$ cat src/rtl/serial_adder.sv
// -----------------------------------------------------------------------------
// serial_adder
//
// Bit-serial, LSB-first WIDTH-bit unsigned adder. It is the inverse companion
// of the bit-serial subtractor: feeding it a difference plus the same
// subtrahend restores the original minuend.
//
// The datapath has four parts:
//    * an accumulator shift register. Sum bits enter at the MSB while operand
//      bits leave at the LSB.
//    * a cyclic addend register. It rotates right so that after WIDTH shifts
//      it holds its loaded value again.
//    * a carry flip-flop.
//    * a bit counter.
// A three-state FSM (IDLE / SHIFT / DONE) sequences the datapath with a
// four-phase start/done handshake.
//
// Ports:
//    CLK        clock; every state change happens on the rising edge
//    R          synchronous active-low reset; has priority over everything
//    St         start request (level); only looked at in IDLE and DONE
//    Acc_in     first operand, captured on the start edge
//    Addend_in  second operand, captured on the start edge
//    Sum        registered result (Acc_in + Addend_in) mod 2^WIDTH
//    Cout       registered carry out of the MSB
//    Sout       registered serial sum bit from the most recent shift
//    Busy       high while the FSM is in SHIFT
//    Done       high while the FSM is in DONE
// -----------------------------------------------------------------------------
module serial_adder #(
   parameter int WIDTH = 8
) (
   input  logic             CLK,
   input  logic             R,
   input  logic             St,
   input  logic [WIDTH-1:0] Acc_in,
   input  logic [WIDTH-1:0] Addend_in,
   output logic [WIDTH-1:0] Sum,
   output logic             Cout,
   output logic             Sout,
   output logic             Busy,
   output logic             Done
);

   // WIDTH >= 2, so the counter is always at least one bit wide.
   localparam int CW = $clog2(WIDTH);

   // Counter value seen on the final shift edge.
   localparam logic [CW-1:0] LAST_COUNT = CW'(WIDTH - 1);

   typedef enum logic [1:0] {
      IDLE  = 2'd0,
      SHIFT = 2'd1,
      DONE  = 2'd2
   } state_t;

   state_t           state_reg, state_next;
   logic [WIDTH-1:0] acc_reg,   acc_next;
   logic [WIDTH-1:0] add_reg,   add_next;
   logic             carry_reg, carry_next;
   logic [CW-1:0]    count_reg, count_next;
   logic [WIDTH-1:0] sum_reg,   sum_next;
   logic             cout_reg,  cout_next;
   logic             sout_reg,  sout_next;
   logic             busy_reg,  busy_next;
   logic             done_reg,  done_next;

   // Full adder on the current LSBs.
   logic             s_bit;
   logic             c_bit;

   // Upper WIDTH-1 bits of each register moved down one position. The
   // accumulator takes the new sum bit on top. The addend takes its own LSB
   // on top, so it behaves as a rotate.
   logic [WIDTH-2:0] acc_shr;
   logic [WIDTH-2:0] add_shr;

   assign s_bit = acc_reg[0] ^ add_reg[0] ^ carry_reg;
   assign c_bit = (acc_reg[0] & add_reg[0]) |
                  (acc_reg[0] & carry_reg)  |
                  (add_reg[0] & carry_reg);

   generate
      for (genvar gi = 0; gi < WIDTH - 1; gi++) begin : g_shift
         assign acc_shr[gi] = acc_reg[gi + 1];
         assign add_shr[gi] = add_reg[gi + 1];
      end
   endgenerate

   // -------------------------------------------------------------------------
   // State register. Reset clears every flop, including Sum, so a reset in
   // the middle of an operation throws away the partial result.
   // -------------------------------------------------------------------------
   always_ff @(posedge CLK) begin
      if (!R) begin
         state_reg <= IDLE;
         acc_reg   <= '0;
         add_reg   <= '0;
         carry_reg <= 1'b0;
         count_reg <= '0;
         sum_reg   <= '0;
         cout_reg  <= 1'b0;
         sout_reg  <= 1'b0;
         busy_reg  <= 1'b0;
         done_reg  <= 1'b0;
      end else begin
         state_reg <= state_next;
         acc_reg   <= acc_next;
         add_reg   <= add_next;
         carry_reg <= carry_next;
         count_reg <= count_next;
         sum_reg   <= sum_next;
         cout_reg  <= cout_next;
         sout_reg  <= sout_next;
         busy_reg  <= busy_next;
         done_reg  <= done_next;
      end
   end

   // -------------------------------------------------------------------------
   // Next-state and datapath logic. Every register holds unless the current
   // state says otherwise.
   // -------------------------------------------------------------------------
   always_comb begin
      state_next = state_reg;
      acc_next   = acc_reg;
      add_next   = add_reg;
      carry_next = carry_reg;
      count_next = count_reg;
      sum_next   = sum_reg;
      cout_next  = cout_reg;
      sout_next  = sout_reg;
      busy_next  = busy_reg;
      done_next  = done_reg;

      case (state_reg)
         IDLE: begin
            // Clear the carry on every load so that no carry leaks in from
            // the previous operation. Sum and Cout keep the last result.
            if (St) begin
               acc_next   = Acc_in;
               add_next   = Addend_in;
               carry_next = 1'b0;
               count_next = '0;
               busy_next  = 1'b1;
               state_next = SHIFT;
            end
         end

         SHIFT: begin
            // St and the operand inputs are deliberately ignored here. Once
            // an operation has started, it always runs exactly WIDTH shifts.
            acc_next   = {s_bit, acc_shr};
            add_next   = {add_reg[0], add_shr};
            carry_next = c_bit;
            sout_next  = s_bit;
            count_next = count_reg + CW'(1);

            // On the last shift, the accumulator's next value is already the
            // full result, so Sum and Cout are loaded from it directly.
            if (count_reg == LAST_COUNT) begin
               sum_next   = {s_bit, acc_shr};
               cout_next  = c_bit;
               busy_next  = 1'b0;
               done_next  = 1'b1;
               state_next = DONE;
            end
         end

         DONE: begin
            // Four-phase handshake: St must be seen low before a new start
            // can be accepted in IDLE.
            if (!St) begin
               done_next  = 1'b0;
               state_next = IDLE;
            end
         end

         default: begin
            busy_next  = 1'b0;
            done_next  = 1'b0;
            state_next = IDLE;
         end
      endcase
   end

   assign Sum  = sum_reg;
   assign Cout = cout_reg;
   assign Sout = sout_reg;
   assign Busy = busy_reg;
   assign Done = done_reg;

endmodule
$ cat config.mk
export PLATFORM = sky130hd
export DESIGN_NAME = serial_adder
export DESIGN_NICKNAME = d
export VERILOG_FILES = /design/src/rtl/serial_adder.sv
export SDC_FILE = /design/constraint.sdc
export NUM_CORES = 1
export LEC_CHECK = 0
export ABC_AREA = 0
export CORE_MARGIN = 2
export CORE_UTILIZATION = 45
export DETAILED_ROUTE_END_ITERATION = 7
export GPL_ROUTABILITY_DRIVEN = 0
export GPL_TIMING_DRIVEN = 0
export PLACE_DENSITY = 0.71
export REMOVE_ABC_BUFFERS = 1
export SLEW_MARGIN = 10
export SYNTH_ARGS = -nofsm -noshare
export SYNTH_HDL_FRONTEND = slang
export SYNTH_SLANG_ARGS = --single-unit
$ cat constraint.sdc
create_clock -name CLK -period 1.3 [get_ports CLK]
set_input_delay 0.39 -clock CLK [delete_from_list [all_inputs] [get_ports CLK]]
set_output_delay 0.39 -clock CLK [all_outputs]
set_load 0.05 [all_outputs]
==> flow_summary.toml <==
[drt]
vias = 1268
drt_wl_total_microns = 3380
wl_per_cell_microns = 14.6
dr.first_iter.drc_count = 41
drt_pre_antenna_iters = 4
vias_per_cell = 5.49
ant_nets = 0
drc = 0

[floorplan]
io_pins = 31
rows = 20
dieArea_sq_um = 3710
core_area_sq_um = 3080
dieWidth_microns = 60.9
initial_core_util = 0.474
die_h_microns = 60.9

[setup_path]
critPathTopFamily = "flip-flops"
cpPeakStageDelay_ps = 340
path_buf_inv = 1
cp-end-kind = "primary output"
critPathRequiredTime_ps = 910
reg2reg_from = "count_reg[1]$_SDFFE_PN0P_"
crit_path_max_fanout = 2
rr_worst_depth = 5
r2r_slack_ps = 70
r2r_end = "Sum[2]$_SDFFE_PN0P_"
critPathArrivalTime_ps = 870
cp-start-kind = "flip-flop"
path_class = "reg2out"
path_cells = "buf_4"
slowest_stage = "dfxtp_1"

[sta]
period_share = 0.966
slew_viol_final = 0
finalHoldViolCount = 0
fmax_ghz = 0.797
worst-slew-pin-transition_ps = 463
finalClockSkew_ps = 9.63
max_slew_margin = 0.691
setup_violations = 0
period_needed_ps = 1260

[clocking]
worstSkewPairLatency_ps = 330
cts.path.max_buffers = 2
tritoncts = "yes"
numCtsBuffers = 5
ctsHoldBuffers = 0
path_clk_slew_ps = 100
htree_levels = 2
cts_num_sinks = 34
cts_root_buf = "clkbuf_4"

[grt]
grt.overflow.total = 0
grtUsageTotal = 0.207
grt_pass1_vias = 1191
grt_max_degree = 48
grt_pass1_wl_microns = 5600
antenna_found_initial = 0

[power]
finalPower_mw = 2.15
power_density_nw_per_um2 = 1120
leakage_nw = 0.701
ir_worst_vdd_uv = 836

[yosys]
netlist-cell-type-count = 22
ys_top_cells_by_area = "dfxtp_1 47%, mux2i_1 12%, o21ai_1 9.3%, o211ai_1 8.2%, nand2_1 4.1%"
synth_seq_area_share = 0.467
syn_area_per_cell_sq_um = 9.23
synth_top_area_frac = 0.467
synthesis.instances = 158
ys_warn_count = 0
ys_ff_latch = 34
synth_area_sq_um = 1460
synth_top_cell_by_area = "dfxtp_1"

[min_path]
hp-start = "Cout$_SDFFE_PN0P_"
holdPathEnd = "Cout$_SDFFE_PN0P_"
hold_depth = 2
hp-class = "reg2reg"

[run]
drv_cap = 0

[finish]
n_antenna_cell = 0
final_area_sq_um = 1920
nFillCells = 288
area_delta_synth_final_pct = 31.8
final_net_count = 208
drive_above_1_share = 0.209

[place]
dpl.hpwl_microns = 2070
io_buffer_count = 30
postPlaceCellArea_sq_um = 1730

[outcome]
outcome = "finished clean"
## placed cells by master (no fill, tap or decap), drive strengths merged
cell           netlist  layout
nand3               10      10
o21ai               27      27
a21oi                4       4
nand2b               3       3
nor2                 3       3
inv                  1       1
buf                  8      15
clkdlybuf4s50        0      17
fa                   1       1
mux2i               17      17
and3b                1       4
nor2b                3       3
ha                   2       2
or2                  1       1
nand2               16      16
clkbuf               6       8
o22ai                4       4
dfxtp               34      34
o211ai              16      16
nand3b               1       1
## cell usage after synthesis
cell type / number
inv_1: 1
nand2b_1: 3
buf_2: 5
or2_1: 1
ha_1: 2
o21ai_1: 27
buf_4: 2
dfxtp_1: 34
a21oi_1: 4
clkbuf_1: 6
buf_6: 1
nand2_1: 16
o211ai_1: 16
nor2b_1: 3
nor2_1: 2
nand3_1: 10
and3b_1: 1
nor2_2: 1
nand3b_1: 1
o22ai_1: 4
fa_1: 1
mux2i_1: 17
## area by class of cell
cell class | instances | area [sq um] | area share
clock buffer | 8 | 78.8 | 0.0410
tap | 44 | 55.1 | 0.0287
multi-input combinational | 112 | 764 | 0.398
timing repair buffer | 32 | 324 | 0.169
sequential | 34 | 694 | 0.362
inverter | 1 | 3.75 | 0.00195
## kinds of logic after synthesis
family                   count (synthesis)  share of synthesized area
flip-flops                              34                      0.467
adder cells (fa/ha/maj)                  3                     0.0309
AO/OA/AOI/OAI                           51                      0.206
AND/OR/NAND/NOR                         38                      0.126
multiplexers                            17                      0.117
buffers and inverters                   15                     0.0532
## metrics by stage
step / hold slack [ps] / util / setup slack [ps] / setup TNS, ps / std cells
6_report: 460 / 0.624 / 44.8 / 0 / 231
5_1_grt: 463 / 0.624 / -7.52 / -9.50 / 231
4_1_cts: 461 / 0.604 / 0.216 / 0 / 231
3_5_place_dp: 445 / 0.563 / -984 / -30610 / 218
3_3_place_gp: 438 / 0.565 / -1600 / -44660 / 218
2_1_floorplan: 450 / - / -489 / -13490 / 144
## power breakdown
group / leakage, nW / internal [mW] / switching (mW) / total, mW
clock: 0.0446 / 0.369 / 0.341 / 0.711
combinational: 0.376 / 0.142 / 0.145 / 0.287
sequential: 0.281 / 1.10 / 0.0535 / 1.15
## metal layers
layer  part of all wire  track usage
met1               0.44        0.267
met4              0.012       0.0745
met3              0.049       0.0661
met2               0.50        0.327
met5                  0            0
## repair_timing
item	in CTS	in global routing
gates cloned	3	0
endpoints found under the hold margin	0	0
buffers inserted	2	0
pin swaps	1	1
setup endpoints to repair	46	40
resized for setup	87	17
## worst max-delay path by stage
stage / from / depth (start not counted) / slack (ps) / end
finish: Sum[1]$_SDFFE_PN0P_ / 1 / 40 / Sum[1]
global route: count_reg[1]$_SDFFE_PN0P_ / 5 / -8 / Sum[4]$_SDFFE_PN0P_
CTS: Done$_SDFFE_PN0P_ / 1 / 0.2 / Done
floorplan: state_reg[0]$_SDFFE_PN0P_ / 3 / -490 / acc_reg[0]$_SDFFE_PN0P_
detailed placement: state_reg[0]$_SDFFE_PN0P_ / 3 / -980 / acc_reg[6]$_SDFFE_PN0P_
global placement: R / 4 / -1600 / acc_reg[7]$_SDFFE_PN0P_
Note: power is estimated with default switching activity, not from simulation.
